**config.mk**
```make
export PLATFORM = sky130hd
export DESIGN_NAME = arc4_encrypt_flat
export DESIGN_NICKNAME = d
export VERILOG_FILES = /design/src/rtl/arc4_encrypt_pkg.sv /design/src/rtl/arc4_encrypt_if.sv /design/src/rtl/arc4_encrypt_sched.sv /design/src/rtl/arc4_encrypt.sv /design/src/flat_wrapper.sv
export SDC_FILE = /design/constraint.sdc
export NUM_CORES = 1
export LEC_CHECK = 0
export CAP_MARGIN = 15
export CORE_MARGIN = 2
export CORE_UTILIZATION = 50
export CTS_CLUSTER_DIAMETER = 40
export DETAILED_ROUTE_END_ITERATION = 7
export HOLD_SLACK_MARGIN = 0.03
export PLACE_DENSITY = 0.73
export SYNTH_ARGS = -nofsm -noshare
export SYNTH_HDL_FRONTEND = slang
export SYNTH_SLANG_ARGS = --single-unit
export TNS_END_PERCENT = 20
```
**constraint.sdc**
```tcl
create_clock -name clk -period 4.2 [get_ports clk]
set_clock_uncertainty 0.1 [all_clocks]
set_input_delay 0.63 -clock clk [delete_from_list [all_inputs] [get_ports clk]]
set_output_delay 0.63 -clock clk [all_outputs]
set_load 0.03 [all_outputs]
```
**src/rtl/arc4_encrypt_pkg.sv**
```systemverilog
// Shared types and constants for the ARC4 encryptor and its key scheduler.
package arc4_pkg;

    localparam int unsigned S_DEPTH   = 256;
    localparam int unsigned KEY_BYTES = 3;
    localparam logic [7:0]  PRINT_LO  = 8'h20;
    localparam logic [7:0]  PRINT_HI  = 8'h7E;

    // Top-level flow: scheduler hand-off, length byte, then per-byte PRGA steps
    typedef enum logic [3:0] {
        ST_IDLE,
        ST_SCHED,
        ST_LEN_RD,
        ST_LEN_WR,
        ST_P_RD_I,
        ST_P_CAP_I,
        ST_P_RD_J,
        ST_P_CAP_J,
        ST_P_WR_I,
        ST_P_WR_J,
        ST_P_RD_PAD,
        ST_P_WR_CT,
        ST_DONE
    } enc_state_t;

    // S-array init followed by the key-schedule swap loop
    typedef enum logic [2:0] {
        SC_IDLE,
        SC_INIT,
        SC_RD_I,
        SC_CAP_I,
        SC_RD_J,
        SC_CAP_J,
        SC_WR_I,
        SC_WR_J
    } sched_state_t;

    // Key bytes are taken MSB-first: byte 0 is the top byte of the key
    function automatic logic [7:0] keybyte(input logic [KEY_BYTES*8-1:0] key,
                                           input logic [1:0]             idx);
        logic [7:0] b;
        case (idx)
            2'd0:    b = key[23:16];
            2'd1:    b = key[15:8];
            default: b = key[7:0];
        endcase
        return b;
    endfunction

endpackage

```
**src/rtl/arc4_encrypt_if.sv**
```systemverilog
// Handshake plus pt/ct/S memory bus of the ARC4 encryptor.
// master: the encryptor; slave: the memories and requester around it.
interface arc4_encrypt_if #(
    parameter int KEY_W  = 24,
    parameter int MEM_AW = 8
);
    logic              en;
    logic              rdy;
    logic [KEY_W-1:0]  key;
    logic [MEM_AW-1:0] pt_addr;
    logic [7:0]        pt_rddata;
    logic [MEM_AW-1:0] ct_addr;
    logic [7:0]        ct_wrdata;
    logic              ct_wren;
    logic [MEM_AW-1:0] s_addr;
    logic [7:0]        s_rddata;
    logic [7:0]        s_wrdata;
    logic              s_wren;
    logic              pt_err;

    modport master (
        input  en, key, pt_rddata, s_rddata,
        output rdy, pt_addr, ct_addr, ct_wrdata, ct_wren,
               s_addr, s_wrdata, s_wren, pt_err
    );

    modport slave (
        output en, key, pt_rddata, s_rddata,
        input  rdy, pt_addr, ct_addr, ct_wrdata, ct_wren,
               s_addr, s_wrdata, s_wren, pt_err
    );
endinterface

```
**src/rtl/arc4_encrypt_sched.sv**
```systemverilog
// ARC4 S-array initialisation and key schedule (KSA) over the external S RAM.
// Starts on en while rdy=1; rdy returns high once the KSA loop finishes.
module arc4_sched
    import arc4_pkg::*;
#(
    parameter int KEY_W  = 24,
    parameter int MEM_AW = 8
) (
    input  logic              clk,
    input  logic              rst_n,
    input  logic              en,
    output logic              rdy,
    input  logic [KEY_W-1:0]  key,
    output logic [MEM_AW-1:0] s_addr,
    input  logic [7:0]        s_rddata,
    output logic [7:0]        s_wrdata,
    output logic              s_wren
);

    sched_state_t     state, nxt;
    logic [7:0]       i, j, si, sj;
    logic [1:0]       kidx;
    logic [KEY_W-1:0] key_q;
    logic             last_i;

    assign last_i = (i == 8'(S_DEPTH - 1));

    // State register
    always_ff @(posedge clk) begin
        if (!rst_n) state <= SC_IDLE;
        else        state <= nxt;
    end

    // Next-state: 256 init writes, then six steps per KSA index
    always_comb begin
        nxt = state;
        case (state)
            SC_IDLE:  if (en) nxt = SC_INIT;
            SC_INIT:  if (last_i) nxt = SC_RD_I;
            SC_RD_I:  nxt = SC_CAP_I;
            SC_CAP_I: nxt = SC_RD_J;
            SC_RD_J:  nxt = SC_CAP_J;
            SC_CAP_J: nxt = SC_WR_I;
            SC_WR_I:  nxt = SC_WR_J;
            SC_WR_J:  nxt = last_i ? SC_IDLE : SC_RD_I;
            default:  nxt = SC_IDLE;
        endcase
    end

    // Index, captured S values and key-byte selector
    always_ff @(posedge clk) begin
        if (!rst_n) begin
            i     <= '0;
            j     <= '0;
            si    <= '0;
            sj    <= '0;
            kidx  <= '0;
            key_q <= '0;
        end else begin
            case (state)
                SC_IDLE: if (en) begin
                    key_q <= key;
                    i     <= '0;
                    j     <= '0;
                    kidx  <= '0;
                end
                SC_INIT:  i <= i + 8'd1;
                SC_CAP_I: begin
                    si <= s_rddata;
                    j  <= j + s_rddata + keybyte(key_q, kidx);
                end
                SC_CAP_J: sj <= s_rddata;
                SC_WR_J: begin
                    i    <= i + 8'd1;
                    kidx <= (kidx == 2'(KEY_BYTES - 1)) ? 2'd0 : kidx + 2'd1;
                end
                default: ;
            endcase
        end
    end

    // S-port drive per state
    always_comb begin
        rdy      = (state == SC_IDLE);
        s_addr   = '0;
        s_wrdata = '0;
        s_wren   = 1'b0;
        case (state)
            SC_INIT: begin
                s_addr   = MEM_AW'(i);
                s_wrdata = i;
                s_wren   = 1'b1;
            end
            SC_RD_I: s_addr = MEM_AW'(i);
            SC_RD_J: s_addr = MEM_AW'(j);
            SC_WR_I: begin
                s_addr   = MEM_AW'(i);
                s_wrdata = sj;
                s_wren   = 1'b1;
            end
            SC_WR_J: begin
                s_addr   = MEM_AW'(j);
                s_wrdata = si;
                s_wren   = 1'b1;
            end
            default: ;
        endcase
    end

endmodule

```
**src/rtl/arc4_encrypt.sv**
```systemverilog
// ARC4 encryptor: length-prefixed pt memory -> length-prefixed ct memory.
// INIT+KSA run in arc4_sched; this level sequences length handling and PRGA.
// Optional macro ARC4_ENC_PRINTABLE_CHECK_EN builds the sticky pt_err check.
module arc4_encrypt
    import arc4_pkg::*;
#(
    parameter int KEY_W  = 24,
    parameter int MEM_AW = 8
) (
    input  logic clk,
    input  logic rst_n,
    arc4_encrypt_if.master bus
);

    enc_state_t        state, nxt;
    logic [7:0]        i, j, k, len, si, sj;
    logic              sched_en, sched_rdy, sched_wren;
    logic [MEM_AW-1:0] sched_addr;
    logic [7:0]        sched_wrdata;

    // The scheduler is idle whenever this level is idle, so it starts in lockstep
    assign sched_en = (state == ST_IDLE) && bus.en;

    arc4_sched #(.KEY_W(KEY_W), .MEM_AW(MEM_AW)) u_sched (
        .clk      (clk),
        .rst_n    (rst_n),
        .en       (sched_en),
        .rdy      (sched_rdy),
        .key      (bus.key),
        .s_addr   (sched_addr),
        .s_rddata (bus.s_rddata),
        .s_wrdata (sched_wrdata),
        .s_wren   (sched_wren)
    );

    // State register
    always_ff @(posedge clk) begin
        if (!rst_n) state <= ST_IDLE;
        else        state <= nxt;
    end

    // Next-state: wait for scheduler, handle length, then eight steps per byte
    always_comb begin
        nxt = state;
        case (state)
            ST_IDLE:     if (bus.en) nxt = ST_SCHED;
            ST_SCHED:    if (sched_rdy) nxt = ST_LEN_RD;
            ST_LEN_RD:   nxt = ST_LEN_WR;
            ST_LEN_WR:   nxt = (bus.pt_rddata == 8'd0) ? ST_DONE : ST_P_RD_I;
            ST_P_RD_I:   nxt = ST_P_CAP_I;
            ST_P_CAP_I:  nxt = ST_P_RD_J;
            ST_P_RD_J:   nxt = ST_P_CAP_J;
            ST_P_CAP_J:  nxt = ST_P_WR_I;
            ST_P_WR_I:   nxt = ST_P_WR_J;
            ST_P_WR_J:   nxt = ST_P_RD_PAD;
            ST_P_RD_PAD: nxt = ST_P_WR_CT;
            ST_P_WR_CT:  nxt = (k == len) ? ST_DONE : ST_P_RD_I;
            ST_DONE:     nxt = ST_IDLE;
            default:     nxt = ST_IDLE;
        endcase
    end

    // PRGA indices, length and captured S values; k holds at len so it never wraps
    always_ff @(posedge clk) begin
        if (!rst_n) begin
            i   <= '0;
            j   <= '0;
            k   <= '0;
            len <= '0;
            si  <= '0;
            sj  <= '0;
        end else begin
            case (state)
                ST_LEN_WR: begin
                    len <= bus.pt_rddata;
                    i   <= '0;
                    j   <= '0;
                    k   <= 8'd1;
                end
                ST_P_RD_I:  i <= i + 8'd1;
                ST_P_CAP_I: begin
                    si <= bus.s_rddata;
                    j  <= j + bus.s_rddata;
                end
                ST_P_CAP_J: sj <= bus.s_rddata;
                ST_P_WR_CT: if (k != len) k <= k + 8'd1;
                default: ;
            endcase
        end
    end

    // Memory port drive; pad and pt[k] are read together and XORed on arrival
    always_comb begin
        bus.rdy       = (state == ST_IDLE);
        bus.pt_addr   = '0;
        bus.ct_addr   = '0;
        bus.ct_wrdata = '0;
        bus.ct_wren   = 1'b0;
        bus.s_addr    = '0;
        bus.s_wrdata  = '0;
        bus.s_wren    = 1'b0;
        case (state)
            ST_SCHED: begin
                bus.s_addr   = sched_addr;
                bus.s_wrdata = sched_wrdata;
                bus.s_wren   = sched_wren;
            end
            ST_LEN_WR: begin
                bus.ct_wrdata = bus.pt_rddata;
                bus.ct_wren   = 1'b1;
            end
            ST_P_RD_I: bus.s_addr = MEM_AW'(8'(i + 8'd1));
            ST_P_RD_J: bus.s_addr = MEM_AW'(j);
            ST_P_WR_I: begin
                bus.s_addr   = MEM_AW'(i);
                bus.s_wrdata = sj;
                bus.s_wren   = 1'b1;
            end
            ST_P_WR_J: begin
                bus.s_addr   = MEM_AW'(j);
                bus.s_wrdata = si;
                bus.s_wren   = 1'b1;
            end
            ST_P_RD_PAD: begin
                bus.s_addr  = MEM_AW'(8'(si + sj));
                bus.pt_addr = MEM_AW'(k);
            end
            ST_P_WR_CT: begin
                bus.ct_addr   = MEM_AW'(k);
                bus.ct_wrdata = bus.pt_rddata ^ bus.s_rddata;
                bus.ct_wren   = 1'b1;
            end
            default: ;
        endcase
    end

`ifdef ARC4_ENC_PRINTABLE_CHECK_EN
    logic pt_err_q;

    // Sticky flag: cleared on a new run, set by any non-printable payload byte
    always_ff @(posedge clk) begin
        if (!rst_n)
            pt_err_q <= 1'b0;
        else if (state == ST_IDLE && bus.en)
            pt_err_q <= 1'b0;
        else if (state == ST_P_WR_CT &&
                 (bus.pt_rddata < PRINT_LO || bus.pt_rddata > PRINT_HI))
            pt_err_q <= 1'b1;
    end

    assign bus.pt_err = pt_err_q;
`else
    assign bus.pt_err = 1'b0;
`endif

endmodule

```
**src/flat_wrapper.sv**
```systemverilog
// flat-port wrapper written by rule: the top's interface ports become plain ports
module arc4_encrypt_flat import arc4_pkg::*;
#(
    parameter int KEY_W  = 24,
    parameter int MEM_AW = 8
)
  (clk, rst_n, bus_en, bus_key, bus_pt_rddata, bus_s_rddata, bus_rdy, bus_pt_addr, bus_ct_addr, bus_ct_wrdata, bus_ct_wren, bus_s_addr, bus_s_wrdata, bus_s_wren, bus_pt_err);
  arc4_encrypt_if #(.KEY_W(KEY_W), .MEM_AW(MEM_AW)) bus_i ();
  input  logic clk;
  input  logic rst_n;
  input wire logic [$bits(bus_i.en)-1:0] bus_en;
  input wire logic [$bits(bus_i.key)-1:0] bus_key;
  input wire logic [$bits(bus_i.pt_rddata)-1:0] bus_pt_rddata;
  input wire logic [$bits(bus_i.s_rddata)-1:0] bus_s_rddata;
  output wire logic [$bits(bus_i.rdy)-1:0] bus_rdy;
  output wire logic [$bits(bus_i.pt_addr)-1:0] bus_pt_addr;
  output wire logic [$bits(bus_i.ct_addr)-1:0] bus_ct_addr;
  output wire logic [$bits(bus_i.ct_wrdata)-1:0] bus_ct_wrdata;
  output wire logic [$bits(bus_i.ct_wren)-1:0] bus_ct_wren;
  output wire logic [$bits(bus_i.s_addr)-1:0] bus_s_addr;
  output wire logic [$bits(bus_i.s_wrdata)-1:0] bus_s_wrdata;
  output wire logic [$bits(bus_i.s_wren)-1:0] bus_s_wren;
  output wire logic [$bits(bus_i.pt_err)-1:0] bus_pt_err;
  assign bus_i.en = bus_en;
  assign bus_i.key = bus_key;
  assign bus_i.pt_rddata = bus_pt_rddata;
  assign bus_i.s_rddata = bus_s_rddata;
  assign bus_rdy = bus_i.rdy;
  assign bus_pt_addr = bus_i.pt_addr;
  assign bus_ct_addr = bus_i.ct_addr;
  assign bus_ct_wrdata = bus_i.ct_wrdata;
  assign bus_ct_wren = bus_i.ct_wren;
  assign bus_s_addr = bus_i.s_addr;
  assign bus_s_wrdata = bus_i.s_wrdata;
  assign bus_s_wren = bus_i.s_wren;
  assign bus_pt_err = bus_i.pt_err;
  arc4_encrypt #(.KEY_W(KEY_W), .MEM_AW(MEM_AW)) u_core (.clk(clk), .rst_n(rst_n), .bus(bus_i));
endmodule
```
# Yosys cells after proc, flatten, opt, wreduce, memory -nomap -nowiden
# Cells that the tools add are included.
# word_totals
register_bits	113
elab_cells	108
# classes
eq_ne	28
n_mux	32
add_sub_neg	8
n_bitwise	1
reduce_logical	25
# ops
op	count
$pmux 8 s2	8
$mux 8	6
$pmux 4 s12	1
$pmux 8 s3	2
$pmux 8 s5	1
$add 8x8->8	4
$add 8x1->8 const B	3
$pmux 3 s8	1
$eq 4x3->1 const B	4
$eq 4x4->1 const B	4
$mux 4	4
$reduce_and 2->1	7
$eq 3x3->1 const B	4
$reduce_bool 2->1	6
$reduce_or 2->1	5
$eq 4x2->1 const B	2
$eq 8x8->1	1
$eq 8x8->1 const B	1
$logic_not 8->1	1
$ne 8x8->1	1
$xor 8x8->8	1
$eq 3x2->1 const B	2
$mux 2	3
$mux 3	2
15 further kinds	20

# Logic depth before layout (Yosys ltp)
# depth
ltp_word	6
depth_mapped	14

# Hierarchy
# A second synthesis with hierarchy kept.
# hier_totals
hier_cells	866
area_unflattened_um2	6980.4
# by_module_without_submodules
mod	n_inst	seq_area_each_um2	area_per_inst_um2	cells_per_inst
arc4_encrypt	1	1041.0	3691.0	473
arc4_sched	1	1221.2	3289.4	393

# Worst setup path after synthesis
# No wires, ideal clock.
# synth_path
path_kind	reg-to-reg
start	register u_core.u_sched.kidx[0]
end	register u_core.u_sched.j[7]
period_less_slack_ns	2.931
arrival_time_ns	2.710
setup_ns	0.122
path_stages_with_launch	14
setup_slack_ns	1.269
cell_sequence	dfxtp_1 -> clkbuf_1 -> mux2i_1 -> o21ai_0 -> fa_1 -> ha_1 -> inv_1 -> fa_1 -> nor2b_1 -> nor3_1 -> o21bai_1 -> a21oi_1 -> xnor2_1 -> o21ai_0
# synth_between
elab_chain_cells	6
# synth_rtl
item	line	rtl
start, declared	arc4_encrypt_sched.sv:22	logic [1:0] kidx;
start signal, assigned	arc4_encrypt_sched.sv:75	kidx <= (kidx == 2'(KEY_BYTES - 1)) ? 2'd0 : kidx + 2'd1;
$eq 2x1->1 or $logic_not 2->1 (tied branches)	arc4_encrypt_pkg.sv:42	case (idx)
$pmux 8 s2 (*)	arc4_encrypt_pkg.sv:42	
$mux 8 (*)	arc4_encrypt_sched.sv:60	case (state)
$mux 8 (*)	arc4_encrypt_sched.sv:52	if (!rst_n) begin
$add 8x8->8 (*)	arc4_encrypt_sched.sv:70	j <= j + s_rddata + keybyte(key_q, kidx);
$pmux 8 s2 (*)	arc4_encrypt_sched.sv:60	
end signal, assigned	arc4_encrypt_sched.sv:70	
end, declared	arc4_encrypt_sched.sv:21	logic [7:0] i, j, si, sj;
# Every way passes the cells marked *; elsewhere a longest branch is shown, timed or not. The select of a mux whose other input is x is not followed.
# A chain may end at the register's enable or synchronous reset.

# Final worst setup path
# layout_path
start	register u_core.state[3]
end	output port bus_s_addr[5]
# layout_between
elab_chain_cells	3
# layout_rtl
item	line	rtl
start, declared	arc4_encrypt.sv:15	enc_state_t state, nxt;
start signal, assigned	arc4_encrypt.sv:39	else state <= nxt;
$eq 4x3->1 or $eq 4x4->1 (tied branches)	arc4_encrypt.sv:102	case (state)
$reduce_or 2->1 (no line)	--	
$pmux 8 s5 (*)	arc4_encrypt.sv:102	
end, declared	flat_wrapper.sv:20	output wire logic [$bits(bus_i.s_addr)-1:0] bus_s_addr;
# Every way passes the cells marked *; elsewhere a longest branch is shown, timed or not.

==> results.md <==
* Io pins at 87
* Yosys reg bits at around 110
* Post-synth EDFFs at 0
* Minimum clock period at 3.85 ns
* Die area at 14200 µm²
* Syn Nets at 909
* Die width at 119 µm
* Total power at 0.00290 W
* Status: finished, final reports clean
* GRT overflow at 0
* Syn avg cell area at 7.96 µm²
* Adder-Cell Fraction of Synth Area at roughly 7.4%
* First-pass GRT wire length at about 29000 µm
* Overall Global Routing Usage at roughly a quarter
* Via density at 5.63
* Fin Setup TNS at 0 ns
* Routed WL at 18100 µm
* Worst Path Required at roughly 3.5 ns
* Post-CTS Resized at 0
* P&R area growth vs syn at 22.7%
* Initial Util at 50.7%
* Multiplexer share of the synthesized area at 3.47%
* Cts bufs inserted at 17
* Via Count at 6129
* Largest family of logic cells by synthesized area: simple AND/OR/NAND/NOR gates
* Slew margin rel. at between 30% and 40%
* CP Launch Type: flip-flop
* RSZ-0062 raised after global routing: false
* Largest net degree at the start of global routing at 37
* Port Buffer Count at 85
* Syn Inst Count at 833
* Buffers inserted by post-CTS timing repair at 0
* Layout cells sized above 1 at between 6 and 7%
* Fill cells at ~1.2k
* Post-synthesis compound-gate area fraction at between 20% and 30%
* Antenna-violating nets left at 0
* Remaining DRCs at 0
* Vias in the first global route at 5732
* Final setup vio count at 0
* Initial drt markers at 696
* Worst Setup Path Type: flip-flop to primary output
* H-tree lvl count at 4
* Antenna cells at 0
* TritonCTS Sinks at 113
* Fin cells at 1088
* Primary FF master, synth: dfxtp_1
* Root buffer cell: clkbuf_16
* Post-DP HPWL at 13000 µm
* Maximum buffer depth of the clock tree at 2
* Hold Vio Cnt, Final at 0
* Core area at 13100 µm²
* Clock slew at reported path FFs at 0.05 ns
* Psw at roughly 0.00076 W
* Clock Power Share at 49.0%
* Critical path fanouts, max at 17
* Commonest non-fill, non-tap cell in the layout: nand2_1
* CP arrival at 3.12 ns
* Comb power frac at 11.9%
* P_int at 0.00214 W
* Max Cap Viol at 0
* Most frequent cells in the layout: nand2_1, dfxtp_1, clkdlybuf4s50_1, nor2_1, a21boi_0
* Sequential Power Share at between 30 and 40%
* Nets@finish at 975
* Hold/Removal Path Class: flip-flop to flip-flop
* Final period utilization at 91.7%
* Peak VDD IR at 0.313 mV
* Synth unique cells at 55
* Initial antenna violation count at 0
* Crit end category: primary output
* Slew Viols, Final at 0
* Area of the multi-input gates at 4080 µm²
* Worst-Skew Late Latency at 0.42 ns
* Xor/xnor cell area share of the yosys netlist at between 5 and 6%
* Lkg Pwr at 2.96 nW
* Worst-Margin Slew at 0.920 ns
* Yosys warning count at 0
* CTS tree: done
* Sw frac at between 20% and 30%
* Synthesized area at between 6000 and 7000 µm²
* DRT Pass-1 Iters at 5
* GPL Wtd Cong at slightly below 0.9
* F_max at around 260 MHz
* Routed len/inst at approximately 17 µm
* Pwr dens at 356 nW/µm²
* # hold bufs at CTS at 0
* Register area share after synthesis at 34.1%
* Chip Height at ~120 µm
* Reg area at 2260 µm²
* Site Rows at between 40 and 50
* Dpl cells at ~1.1k
* Simple-gate portion of the synthesized area at between 20% and 30%
* Asr flop ratio synth at 0%
* Hold slack at 0.354 ns
==> metrics by stage <==
stage / instance area (µm²) / utilization, % / setup WS [ns]
floorplan: 6630 / - / 1.27
global placement: 7540 / 57.6 / 0.810
detailed placement: 7540 / 57.6 / 0.754
CTS: 8130 / 62.1 / 0.305
global route: 8140 / 62.2 / 0.140
finish: 8140 / 62.2 / 0.349
==> critical path, cell delays in order, from the launching register on <==
cell	delay (ns)
dfxtp_1	0.49
nand2b_1	0.31
or3_1	0.52
nor4_1	0.48
a211oi_1	0.10
o211ai_1	0.11
clkdlybuf4s50_1	0.70
==> synthesized netlist by cell type (all sizes together), types with 7 or more instances <==
library cell | number | area [µm²]
nand2 | 167 | 629
dfxtp | 113 | 2260
nor2 | 52 | 195
a21boi | 51 | 383
o21ai | 51 | 255
a21oi | 48 | 240
clkbuf | 42 | 199
nor2b | 27 | 169
xor2 | 26 | 228
a22oi | 23 | 173
ha | 23 | 288
mux2i | 23 | 230
nand3 | 20 | 100
and2 | 19 | 121
inv | 16 | 60.1
xnor2 | 16 | 140
nor3 | 12 | 65.1
fa | 10 | 200
nand2b | 10 | 62.6
nand4 | 8 | 50.1
and3 | 7 | 43.8
==> layer usage <==
| metal | routed length [µm] | global-route usage (%) | part of all wire (%) |
|---|---|---|---|
| met3 | 987 | 5.51 | 5.5 |
| met5 | 0 | 0 | 0 |
| met2 | 8540 | 42.1 | 47 |
| met4 | 629 | 11.5 | 3.5 |
| met1 | 7920 | 34.5 | 44 |
==> power by group through the flow <==
stage	Sequential, W	Combinational (W)	Clock [W]
6_report	0.00113	0.000345	0.00142
3_5_place_dp	0.00116	0.000341	0
4_1_cts	0.00113	0.000343	0.00143
3_3_place_gp	0.00116	0.000336	0
2_1_floorplan	0.00114	0.000236	0
5_1_grt	0.00114	0.000383	0.00149
==> cells by family (layout without fill, tap and decap cells) <==
family | Yosys count | after routing
AND/OR/NAND/NOR | 345 | 345
AO/OA/AOI/OAI | 212 | 212
flip-flops | 113 | 113
buffers and inverters | 64 | 143
XOR/XNOR | 42 | 42
adder cells (fa/ha/maj) | 33 | 33
multiplexers | 23 | 23
other | 1 | 1
==> area by class of cell <==
cell class / count / area share, %
well taps: 176 / 2.71
flip-flops and latches: 113 / 27.8
repair buffers: 95 / 11.3
multi-input cells: 656 / 50.2
clock buffers: 19 / 5.57
clock inverters: 13 / 1.69
inverters: 16 / 0.738
==> flip-flops by register name, indices dropped and copies added (netlist names) <==
| name | flops |
|---|---|
| u_core.u_sched.key_q | 24 |
| u_core.i | 8 |
| u_core.j | 8 |
| u_core.k | 8 |
| u_core.len | 8 |
| u_core.si | 8 |
| u_core.sj | 8 |
| u_core.u_sched.i | 8 |
| u_core.u_sched.j | 8 |
| u_core.u_sched.si | 8 |
| u_core.u_sched.sj | 8 |
| u_core.state | 4 |
| u_core.u_sched.state | 3 |
| u_core.u_sched.kidx | 2 |
==> final timing paths <==
kind / start / to / slack, ns / cells after the start
min: u_core.u_sched.key_q[23] / u_core.u_sched.key_q[23] / 0.35 / 2
min reg2reg: u_core.u_sched.key_q[23] / u_core.u_sched.key_q[23] / 0.35 / 2
max reg2reg: u_core.u_sched.kidx[0] / u_core.u_sched.j[7] / 1.04 / 12
max: u_core.state[3] / bus_s_addr[5] / 0.35 / 6
Note: power is estimated with default switching activity, not from simulation.
==> RTL edit: new RTL, same flow settings <==
Build with the macro `ARC4_ENC_PRINTABLE_CHECK_EN` defined.
--- a/src/rtl/arc4_encrypt.sv
+++ b/src/rtl/arc4_encrypt.sv
@@ -2,4 +2,6 @@
 // INIT+KSA run in arc4_sched; this level sequences length handling and PRGA.
 // Optional macro ARC4_ENC_PRINTABLE_CHECK_EN builds the sticky pt_err check.
+`define ARC4_ENC_PRINTABLE_CHECK_EN
+
 module arc4_encrypt
     import arc4_pkg::*;
Function: same outputs for any inputs over 10 cycles, from zero or initial values and one cycle with rst_n low; that may be too few to reach the edited logic, so the function may still have changed.
==> RTL edit against the unedited design <==
Clock power is 6% higher; synthesized cell count is 1.8% higher; area after synthesis is 2.8% higher; count of clock-buffer cells in the layout is 3 higher; routed wire length is 2.2% higher; critical path depth stayed put; sequential cell count is 1 higher; design area is 3.1% higher; worst setup slack worse by 0.034 ns; power is 4.3% higher.
==> RTL edit: results (changes against the unedited design) <==
.. list-table::
   :header-rows: 1

   * - Metric
     - Value
   * - Overall routed net length
     - 18,500 um (+2.2%)
   * - Final-stage net count
     - 992 (+1.7%)
   * - Number of buffers inserted to repair setup after CTS
     - 0 (unchanged)
   * - Via count normalized by instance count
     - 5.64 (+0.18%)
   * - Outcome
     - completed
   * - Synth top cells by count
     - sky130_fd_sc_hd__nand2_1, sky130_fd_sc_hd__dfxtp_1, sky130_fd_sc_hd__a21boi_0, sky130_fd_sc_hd__nor2_1, sky130_fd_sc_hd__o21ai_0
   * - Gpl congestion
     - 0.966 (+9.6%)
   * - CTS clock-pin slew for the worst setup and hold paths
     - 0.05 ns (about the same)
   * - Pin count of the biggest net entering global routing
     - 55 (+49%)
   * - Wire length of the first global-routing pass
     - 30,000 um (+2.7%)
   * - Max rail drop VDD
     - 0.287 mV (-8.5%)
   * - Flip-flop count of the largest register, all copies and words added
     - 24 (unchanged)
   * - Number of buffers added on ports
     - 86 (+1.2%)
   * - Total iterations of the first detailed-routing run
     - 5 (unchanged)
   * - Htree depth
     - 4 (unchanged)
   * - First-iteration detailed-routing DRC count
     - 575 (-17%)
   * - Worst setup slack before clock tree synthesis
     - 0.774 ns (+0.0202 ns)
   * - PostCTS Resize Cnt
     - 0 (unchanged)
   * - Largest cells by area after synthesis
     - sky130_fd_sc_hd__dfxtp_1, sky130_fd_sc_hd__nand2_1, sky130_fd_sc_hd__a21boi_0
   * - Worst max-slew margin expressed relative to the limit
     - 0.461 (+0.0763)
   * - GR Util All Layers
     - 0.265 (+0.00125)
   * - M3 GR Usage
     - 0.0448 (-0.0103)
   * - Maximum fanout along the worst path
     - 20 (+3)
   * - Post-Synthesis Net Count
     - 924 (+1.7%)
   * - Cts bufs inserted
     - 17 (unchanged)
   * - Leakage dissipation
     - 3.03 nW (+2.3%)
   * - Skew-Pair Late Insertion Delay
     - 0.42 ns (about the same)
   * - Number of different library cells in the post-synthesis netlist
     - 58 (+5.5%)
   * - GR Util met1
     - 0.355 (+0.0105)
   * - Total inserted antenna cells
     - 0 (unchanged)
   * - Number of global-route vias before repair
     - 5,924 (+3.3%)
   * - CTS Buffer Depth
     - 2 (unchanged)
   * - Category of the most critical setup path
     - reg2out
   * - Initial antenna violation count
     - 0 (unchanged)
   * - Ys flop type
     - sky130_fd_sc_hd__dfxtp_1
   * - Met2 Resource Use GR
     - 0.430 (+0.00875)
   * - Seq/Total Area, Yosys
     - 0.335 (-0.00645)
   * - Hold crit path type
     - reg2reg
   * - Placed cell area
     - 7770 um2 (+3.1%)
   * - Register bank with the most flops
     - u_core.u_sched.key_q
   * - Fraction of registers with async set or reset after synthesis
     - 0 (unchanged)
   * - Total of fill cells in the finished design
     - 1,210 (+5.2%)
   * - HPWL after detailed placement
     - 13,100 um (+0.58%)
   * - Layout cells sized above 1
     - 0.0603 (-0.00112)
   * - Ys Warns
     - 0 (unchanged)
## RTL edit: path summary, 6_finish.rpt
| kind | start | endpoint | slack [ns] | depth (start not counted) |
|---|---|---|---|---|
| worst max-delay path | u_core.state[3] | bus_s_addr[5] | 0.31 | 6 |
| worst min-delay path | u_core.u_sched.key_q[20] | u_core.u_sched.key_q[20] | 0.36 | 2 |
| worst max register to register | u_core.u_sched.kidx[0] | u_core.u_sched.j[7] | 0.98 | 12 |
| worst min register to register | u_core.u_sched.key_q[20] | u_core.u_sched.key_q[20] | 0.36 | 2 |
## RTL edit: cells by family (layout without fill, tap and decap cells)
kind of cell / after synthesis / after routing / share of synthesized area
XOR/XNOR: 44 / 44 / 0.0565
AND/OR/NAND/NOR: 346 / 346 / 0.232
adder cells (fa/ha/maj): 33 / 33 / 0.0715
flip-flops: 114 / 114 / 0.335
buffers and inverters: 64 / 145 / 0.0404
AO/OA/AOI/OAI: 213 / 213 / 0.215
multiplexers: 34 / 34 / 0.0499
## RTL edit: per-layer routing
metal / share of wire / wire [um] / vias to the layer above
met5: 0 / 0 / -
met4: 0.018 / 339 / 0
met3: 0.057 / 1050 / 23
met2: 0.47 / 8720 / 195
met1: 0.45 / 8360 / 2953
li1: - / - / 3065
## RTL edit: cell type report
class	instances	area, um2	share of cell area
Multi-Input combinational cell	670	4260	0.508
Sequential cell	114	2280	0.272
Clock buffer	22	484	0.0577
Inverter	14	52.6	0.00627
Clock inverter	10	130	0.0155
Timing Repair Buffer	99	953	0.114
Tap cell	176	220	0.0263
## RTL edit: where the power goes
group          internal [mW]  leakage [nW]  switching (mW)
clock network          0.988         0.302           0.508
registers               1.11         0.922          0.0272
logic                  0.157          1.81           0.229
total                   2.26          3.03           0.763
## RTL edit: metrics by stage
step                       util  cells
after global routing      0.631   1105
after global placement    0.585   1073
after CTS                 0.631   1105
after floorplan               -    848
after detailed placement  0.585   1073
final                     0.631   1105
## RTL edit: critical path: stages (launching register included)
cell and delay (ns):
sky130_fd_sc_hd__dfxtp_1 0.76, sky130_fd_sc_hd__nand2_1 0.46, sky130_fd_sc_hd__nor2_1 0.44, sky130_fd_sc_hd__a222oi_1 0.18
sky130_fd_sc_hd__o21ai_0 0.11, sky130_fd_sc_hd__a21o_1 0.11, sky130_fd_sc_hd__clkdlybuf4s50_1 0.66
